<file path="src/rtl/gold_div_seq.sv">
// Iterative Goldschmidt divider, Q1.15 operands, one shared 16x16 multiplier.
// Optional macro GOLD_DIV_ROUND_EN makes the multiplier rescale round-to-nearest instead of truncating.
module gold_div_seq #(
    parameter int ITERS = 2
) (
    input  logic        clk,
    input  logic        reset,
    input  logic        in_valid,
    output logic        in_ready,
    input  logic [15:0] n_in,
    input  logic [15:0] d_in,
    output logic        out_valid,
    input  logic        out_ready,
    output logic [15:0] result,
    output logic        out_err,
    output logic        busy
);

    typedef enum logic [1:0] {IDLE, MUL_N, MUL_D, DONE} state_t;

    state_t      state_q, state_d;
    logic [15:0] n_q, n_d;
    logic [15:0] d_q, d_d;
    logic [15:0] k_q, k_d;
    logic [3:0]  iter_q, iter_d;
    logic        err_q, err_d;
    logic        hold_q, hold_d;

    logic [15:0] mul_a;
    logic [31:0] mul_p;
    logic [15:0] mq_val;
    logic [16:0] k_diff;
    logic [15:0] k_upd;
    logic        unused_bits;

    // Initial reciprocal approximation, midpoint of each 1/16 slice of [1,2).
    function automatic logic [15:0] ia_lookup(input logic [3:0] idx);
        case (idx)
            4'd0:    return 16'd31775;
            4'd1:    return 16'd29959;
            4'd2:    return 16'd28340;
            4'd3:    return 16'd26887;
            4'd4:    return 16'd25575;
            4'd5:    return 16'd24385;
            4'd6:    return 16'd23302;
            4'd7:    return 16'd22310;
            4'd8:    return 16'd21400;
            4'd9:    return 16'd20560;
            4'd10:   return 16'd19784;
            4'd11:   return 16'd19065;
            4'd12:   return 16'd18396;
            4'd13:   return 16'd17772;
            4'd14:   return 16'd17190;
            default: return 16'd16644;
        endcase
    endfunction

    assign mul_a = (state_q == MUL_N) ? n_q : d_q;
    assign mul_p = mul_a * k_q;

`ifdef GOLD_DIV_ROUND_EN
    logic [16:0] mq_round;
    assign mq_round = {1'b0, mul_p[30:15]} + {16'd0, mul_p[14]};
    assign mq_val   = (mul_p[31] || mq_round[16]) ? 16'hFFFF : mq_round[15:0];
`else
    assign mq_val   = mul_p[31] ? 16'hFFFF : mul_p[30:15];
`endif

    assign k_diff      = 17'h10000 - {1'b0, mq_val};
    assign k_upd       = k_diff[16] ? 16'hFFFF : k_diff[15:0];
    assign unused_bits = ^{mul_p[14:0], d_in[10:0]};

    always_ff @(posedge clk or negedge reset) begin
        if (!reset) begin
            state_q <= IDLE;
            n_q     <= '0;
            d_q     <= '0;
            k_q     <= '0;
            iter_q  <= '0;
            err_q   <= 1'b0;
            hold_q  <= 1'b0;
        end else begin
            state_q <= state_d;
            n_q     <= n_d;
            d_q     <= d_d;
            k_q     <= k_d;
            iter_q  <= iter_d;
            err_q   <= err_d;
            hold_q  <= hold_d;
        end
    end

    always_comb begin
        state_d = state_q;
        n_d     = n_q;
        d_d     = d_q;
        k_d     = k_q;
        iter_d  = iter_q;
        err_d   = err_q;
        hold_d  = 1'b0;
        case (state_q)
            IDLE: begin
                if (in_valid) begin
                    if (d_in[15]) begin
                        n_d     = n_in;
                        d_d     = d_in;
                        k_d     = ia_lookup(d_in[14:11]);
                        iter_d  = '0;
                        state_d = MUL_N;
                    end else begin
                        // Error result is presented one cycle after entering DONE.
                        n_d     = 16'hFFFF;
                        err_d   = 1'b1;
                        hold_d  = 1'b1;
                        state_d = DONE;
                    end
                end
            end
            MUL_N: begin
                n_d     = mq_val;
                state_d = MUL_D;
            end
            MUL_D: begin
                d_d     = mq_val;
                k_d     = k_upd;
                iter_d  = iter_q + 4'd1;
                state_d = (iter_q == 4'(ITERS)) ? DONE : MUL_N;
            end
            DONE: begin
                if (out_ready && !hold_q) begin
                    err_d   = 1'b0;
                    state_d = IDLE;
                end
            end
            default: state_d = IDLE;
        endcase
    end

    assign in_ready  = (state_q == IDLE);
    assign busy      = (state_q != IDLE);
    assign out_valid = (state_q == DONE) && !hold_q;
    assign result    = out_valid ? n_q : 16'd0;
    assign out_err   = out_valid && err_q;

endmodule

</file>
<file path="config.mk">
export PLATFORM = sky130hd
export DESIGN_NAME = gold_div_seq
export DESIGN_NICKNAME = d
export VERILOG_FILES = /design/src/rtl/gold_div_seq.sv
export SDC_FILE = /design/constraint.sdc
export NUM_CORES = 1
export LEC_CHECK = 0
export CORE_MARGIN = 2
export CORE_UTILIZATION = 48
export CTS_CLUSTER_DIAMETER = 150
export DETAILED_ROUTE_END_ITERATION = 8
export GPL_TIMING_DRIVEN = 0
export PLACE_DENSITY = 0.73
export REMOVE_ABC_BUFFERS = 1
export SLEW_MARGIN = 30
export SYNTH_ARGS = -nofsm -noshare
export SYNTH_HDL_FRONTEND = slang
export SYNTH_SLANG_ARGS = --single-unit
</file>
<file path="constraint.sdc">
create_clock -name clk -period 16 [get_ports clk]
set_input_delay 4.8 -clock clk [delete_from_list [all_inputs] [get_ports clk]]
set_output_delay 4.8 -clock clk [all_outputs]
set_load 0.02 [all_outputs]
</file>
==> flow_metrics.env, run 1 <==
export IMPL_outcome="finished clean"
export IMPL_relSlewSlack=0.365
export IMPL_ys_seq_area_frac=0.112
export IMPL_root_buffer="clkbuf_16"
export IMPL_cts_max_level=2
export IMPL_rows=59
export IMPL_final_hold_violation_count=0
export IMPL_grt_pass1_vias=10756
export IMPL_clock_path_buffers=2
export IMPL_min_period_over_period=0.610
export IMPL_drive_gt1_frac=0.0298
export IMPL_required_ns=16.24
export IMPL_finish_net_count=1818
export IMPL_synth_seq_cells=56
export IMPL_path_class="flip-flop to flip-flop"
export IMPL_ys_flop_type="dfrtp_1"
export IMPL_wl_per_cell_um=18.1
export IMPL_async_flop_share=1.00
export IMPL_firstDrtPassIters=5
export IMPL_finalSetupViolCount=0
export IMPL_post_cts_resized=0
export IMPL_tightest_slew_ns=0.951
export IMPL_die_height_um=165
export IMPL_fmax_ghz=0.102
export IMPL_final_max_slew_violation_count=0
export IMPL_cp_end_kind="flip-flop"
export IMPL_startpoint_type="flip-flop"
export IMPL_initial_core_util=0.483
export IMPL_cts_hold_buf=0
export IMPL_slowest_stage="nand2_1"
export IMPL_synth_edf_count=0
export IMPL_rsz0062_at_grt="no"
export IMPL_ant_nets=0
export IMPL_path_max_fanout=23
export IMPL_cts_clk_slew_worst_paths_ns=0.08
export IMPL_grt_max_degree=31
export IMPL_dpl_hpwl_um=25800
export IMPL_io_buffers=55
export IMPL_clk_insertion_delay_late_ns=0.30
export IMPL_cts_tree="yes"
export IMPL_fin_skew_ns=0.00689
export IMPL_grt_first_pass_wirelength_um=54600
export IMPL_antenna_found_initial=0
export IMPL_cts_inserted_buffers=5
export IMPL_post_cts_buffers=0
export IMPL_viasPerCell=5.67
export IMPL_core_region_area_um2=25800
export IMPL_finalCriticalPeriod_ns=9.76
export IMPL_clock_sinks=56
export IMPL_critical_path_arrival_ns=10.00
export IMPL_r2r_setup_slack_ns=6.24
export IMPL_cp_common_cell="fa_1"
export IMPL_track_usage=0.253
export IMPL_cap_violations=0
export IMPL_die_area_um2=27300
export IMPL_syn_inst=1488
export IMPL_ys_warn_count=0
export IMPL_gp_congestion=0.933
export IMPL_grt_overflow_total=0
export IMPL_slowest_delay_ns=0.69
export IMPL_dieWidth_um=165
export IMPL_drc=0
export IMPL_n_antenna_cell=0
export IMPL_syn2layout_area_growth_pct=7.30
export IMPL_vias=10281
export IMPL_postSynthAreaPerCell_um2=8.40
export IMPL_ioPinCount=56
export IMPL_n_fill_cell=2484
export IMPL_wl_um=32700
export IMPL_synth_cell_type_count=77
export IMPL_fin_setup_tns_ns=0
export IMPL_syn_area_um2=12500
export IMPL_hold_path_class="flip-flop to flip-flop"
export IMPL_first_iter_violations=822
-- layout make-up --
cell class | instances | area [um2] | area share
clock inverters | 2 | 16.3 | 0.00121
well taps | 335 | 419 | 0.0313
repair buffers | 60 | 629 | 0.0470
flip-flops and latches | 56 | 1400 | 0.105
clock buffers | 5 | 125 | 0.00933
inverters | 233 | 875 | 0.0652
multi-input cells | 1122 | 9940 | 0.741
-- cell usage after synthesis (4+ instances only) --
cell	number	area [um2]
dfrtp_1	56	1400
a31oi_1	4	25.0
and4_1	6	52.6
nand2_1	240	901
o21ai_1	5	25.0
nand3_1	18	90.1
ha_1	111	1390
or2_2	7	43.8
nor3b_1	20	150
a221oi_1	5	43.8
nor4_1	6	37.5
a21o_1	21	158
and3_1	6	37.5
o211ai_1	6	45.0
a21oi_1	51	255
xor2_1	10	87.6
nand4_1	13	81.3
xnor2_1	13	114
o2111ai_1	6	52.6
buf_2	10	50.1
nand2b_1	7	43.8
o21ai_0	49	245
nor2b_1	5	31.3
mux2i_1	5	50.1
inv_1	233	875
clkbuf_1	61	229
fa_1	193	3860
and2_1	136	851
nor3_1	15	75.1
o22ai_1	5	31.3
o21a_1	11	82.6
a211oi_1	18	135
a22oi_1	13	97.6
nor2_1	56	210
-- cells in the final DEF (no fill, tap or decap), types with 4 or more instances in the layout --
master / Yosys / final
clkbuf_16: 0 / 5
and3_1: 6 / 6
a221oi_1: 5 / 5
nor4_1: 6 / 6
nand2b_1: 7 / 6
xor2_1: 10 / 10
or2_2: 7 / 7
a22oi_1: 13 / 13
inv_1: 233 / 233
a21o_1: 21 / 21
o22ai_1: 5 / 5
o21ai_1: 5 / 4
nor3b_1: 20 / 19
nor2_1: 56 / 54
nand2_1: 240 / 240
o2111ai_1: 6 / 6
ha_1: 111 / 111
clkdlybuf4s50_1: 0 / 54
nand3_1: 18 / 18
mux2i_1: 5 / 5
a21oi_1: 51 / 51
o211ai_1: 6 / 6
xnor2_1: 13 / 12
dfrtp_1: 56 / 56
fa_1: 193 / 193
a31oi_1: 4 / 4
o21a_1: 11 / 11
and2_1: 136 / 136
nor3_1: 15 / 15
a211oi_1: 18 / 18
nor2b_1: 5 / 4
and4_1: 6 / 6
nand4_1: 13 / 13
o21ai_0: 49 / 49
-- path summary, 6_finish.rpt --
path | start | to | depth (start not counted)
worst max-delay path | state_q[0] | k_q[12] | 29
min in group asynchronous | reset | hold_q | 1
max in group asynchronous | reset | k_q[5] | 2
worst min register to register | d_q[0] | d_q[0] | 2
worst min-delay path | d_q[0] | d_q[0] | 2
worst max register to register | state_q[0] | k_q[12] | 29
-- worst max-delay path: cells and delay by family, from the launching register on --
| family | cells | cell delay [ns] |
|---|---|---|
| adder cells (fa/ha/maj) | 8 | 3.78 |
| flip-flops | 1 | 0.61 |
| AND/OR/NAND/NOR | 11 | 3.79 |
| AO/OA/AOI/OAI | 3 | 0.64 |
| buffers and inverters | 6 | 0.71 |
| XOR/XNOR | 1 | 0.15 |
-- kinds of logic (layout without fill, tap and decap cells) --
| kind of cell | count (synthesis) | count (layout) | synth area share |
|---|---|---|---|
| and+or+nand+nor | 552 | 552 | 0.220 |
| buffers and inverters | 310 | 300 | 0.0954 |
| adders and majority gates | 304 | 304 | 0.420 |
| AOI/OAI and AO/OA | 234 | 234 | 0.128 |
| DFF | 56 | 56 | 0.112 |
| xor gates and xnor gates | 23 | 23 | 0.0161 |
| muxes | 9 | 9 | 0.00791 |
-- state kept, by name, indices dropped and copies added (netlist names) --
signal   flops
iter_q       4
err_q        1
n_q         16
k_q         16
state_q      2
d_q         16
hold_q       1
-- routing by layer --
layer | up-vias | track usage | share of wire | routed length [um]
li1 | 4769 | - | - | -
met1 | 5131 | 0.341 | 0.44 | 14300
met2 | 321 | 0.435 | 0.49 | 15900
met3 | 60 | 0.0242 | 0.050 | 1630
met4 | 0 | 0.0741 | 0.026 | 858
met5 | - | 0 | 0 | 0
-- stage by stage --
stage          area [um2]  setup slack, ns   util  std cells  hold WS [ns]
6_report            13400             6.24  0.519       1813         0.503
3_3_place_gp        13100             4.38  0.509       1801         0.485
4_1_cts             13400             6.25  0.519       1813         0.511
2_1_floorplan       12200             6.78      -       1411         0.455
3_5_place_dp        13300             6.31  0.513       1806         0.490
5_1_grt             13400             5.64  0.519       1813         0.538
Power of run 1 is left out: the tool's default activity adds up to more than one toggle a clock period on the data nets, which glitch-free logic cannot reach.
==> inputs of run 2 (changes only) <==
Settings changed: PLACE_DENSITY 0.73 to 0.75.
Clock period 16 ns to 8.5 ns, I/O delays scaled along.
==> run 2 against run 1 <==
Net effect: critical path depth grew 1; design area rose by 4.2%; final cell count rose by 1.5%; sequential cell count is the same; global-route usage rose by 0.51 points; via count up 2.5%; count of clock-buffer cells in the layout up 1; non-clock buffer count grew 22.
==> flow_metrics.env, run 2 (same netlist as run 1, synthesis figures left out) <==
export IMPL_outcome="finished clean"
export IMPL_relSlewSlack=0.391
export IMPL_finalCriticalPeriod_ns=8.24
export IMPL_finish_net_count=1844
export IMPL_ant_nets=0
export IMPL_critPathCapture="k_q[12]"
export IMPL_mostFrequentLayoutCell="inv_1"
export IMPL_wl_um=34300
export IMPL_dpl_hpwl_um=25400
export IMPL_cp_depth=30
export IMPL_first_iter_violations=638
export IMPL_vias=10533
export IMPL_core_region_area_um2=25800
export IMPL_cts_tree="yes"
export IMPL_clock_sinks=56
export IMPL_r2r_setup_slack_ns=0.26
export IMPL_cts_hold_buf=0
export IMPL_finish_utilization=0.540
export IMPL_use_met2=0.439
export IMPL_wl_per_cell_um=18.6
export IMPL_path_buf_inv=6
export IMPL_cp_end_kind="flip-flop"
export IMPL_fin_skew_ns=0.00884
export IMPL_rr_worst_depth=30
export IMPL_cts_max_level=2
export IMPL_drive_gt1_frac=0.0724
export IMPL_slowest_stage="fa_1"
export IMPL_n_antenna_cell=0
export IMPL_clk_insertion_delay_late_ns=0.30
export IMPL_slowest_delay_ns=0.55
export IMPL_cp_startpoint="state_q[1]"
export IMPL_rows=59
export IMPL_path_max_fanout=14
export IMPL_drc=0
export IMPL_startpoint_type="flip-flop"
export IMPL_met3_usage=0.0350
export IMPL_grt_overflow_total=0
export IMPL_cp_common_cell="fa_1"
export IMPL_critPathTopFamily="adder cells"
export IMPL_dieWidth_um=165
export IMPL_grt_most_used_layer="met2"
export IMPL_r2r_start="state_q[1]"
export IMPL_fmax_ghz=0.121
export IMPL_grt_max_degree=45
export IMPL_finalSetupViolCount=0
export IMPL_tightest_slew_ns=0.913
export IMPL_die_height_um=165
export IMPL_antenna_found_initial=0
export IMPL_reg_top3="d_q x16, k_q x16, n_q x16"
export IMPL_rr_endpoint="k_q[12]"
export IMPL_min_period_over_period=0.969
export IMPL_ioPinCount=56
export IMPL_initial_core_util=0.483
export IMPL_track_usage=0.258
export IMPL_clock_path_buffers=2
export IMPL_root_buffer="clkbuf_16"
export IMPL_viasPerCell=5.72
export IMPL_required_ns=8.74
export IMPL_ff_latch_area_um2=1400
export IMPL_grt_first_pass_wirelength_um=55400
export IMPL_n_fill_cell=2380
export IMPL_path_class="flip-flop to flip-flop"
export IMPL_cts_clk_slew_worst_paths_ns=0.08
export IMPL_io_buffers=55
export IMPL_hold_path_class="flip-flop to flip-flop"
export IMPL_gp_congestion=0.980
export IMPL_syn2layout_area_growth_pct=11.8
export IMPL_critical_path_arrival_ns=8.48
export IMPL_multi_input_area_um2=10200
export IMPL_cts_inserted_buffers=5
export IMPL_place_inst=1807
export IMPL_cap_violations=0
export IMPL_final_hold_violation_count=0
export IMPL_layout_common_cells="inv_1, nand2_1, fa_1"
export IMPL_final_max_slew_violation_count=0
export IMPL_grt_use_met1=0.347
export IMPL_grt_pass1_vias=10848
export IMPL_firstDrtPassIters=5
export IMPL_die_area_um2=27300
export IMPL_stdcell_count=1840
-- run 2: final cells by class --
type / instances / area share
Sequential cell: 56 / 0.101
Timing Repair Buffer: 82 / 0.0613
Clock inverter: 2 / 0.00278
Clock buffer: 6 / 0.00995
Tap cell: 335 / 0.0300
Inverter: 233 / 0.0626
Multi-Input combinational cell: 1126 / 0.733
-- run 2: repair_timing --
item	in CTS	in global routing
gates resized for setup	33	31
pin swaps	3	10
cloned	2	2
setup buffers	9	12
endpoints found under the setup margin	16	16
-- run 2: how the worst min path moves through the flow --
stage / start / endpoint / cells after the start
2_1_floorplan: d_q[0] / d_q[0] / 2
3_5_place_dp: d_q[0] / d_q[0] / 2
3_3_place_gp: d_q[0] / d_q[0] / 2
6_report: n_q[9] / n_q[9] / 1
5_1_grt: n_q[9] / n_q[9] / 1
4_1_cts: d_q[0] / d_q[0] / 2
-- run 2: metal layers --
layer	wire, um	vias to the layer above
li1	-	4818
met1	14700	5309
met2	16200	353
met3	2450	53
met4	1010	0
met5	0	-
-- run 2: stage by stage --
stage / instance area (um2) / TNS [ns] / hold WS, ns / setup slack (ns)
3_5_place_dp: 13300 / -15.19 / 0.481 / -1.09
3_3_place_gp: 13100 / -105.17 / 0.472 / -3.15
4_1_cts: 13700 / 0 / 0.499 / 0.0361
5_1_grt: 14000 / -0.0423 / 0.538 / -0.0146
6_report: 14000 / 0 / 0.502 / 0.264
2_1_floorplan: 12200 / -10.33 / 0.455 / -0.720
Power of run 2 is left out for the same reason.
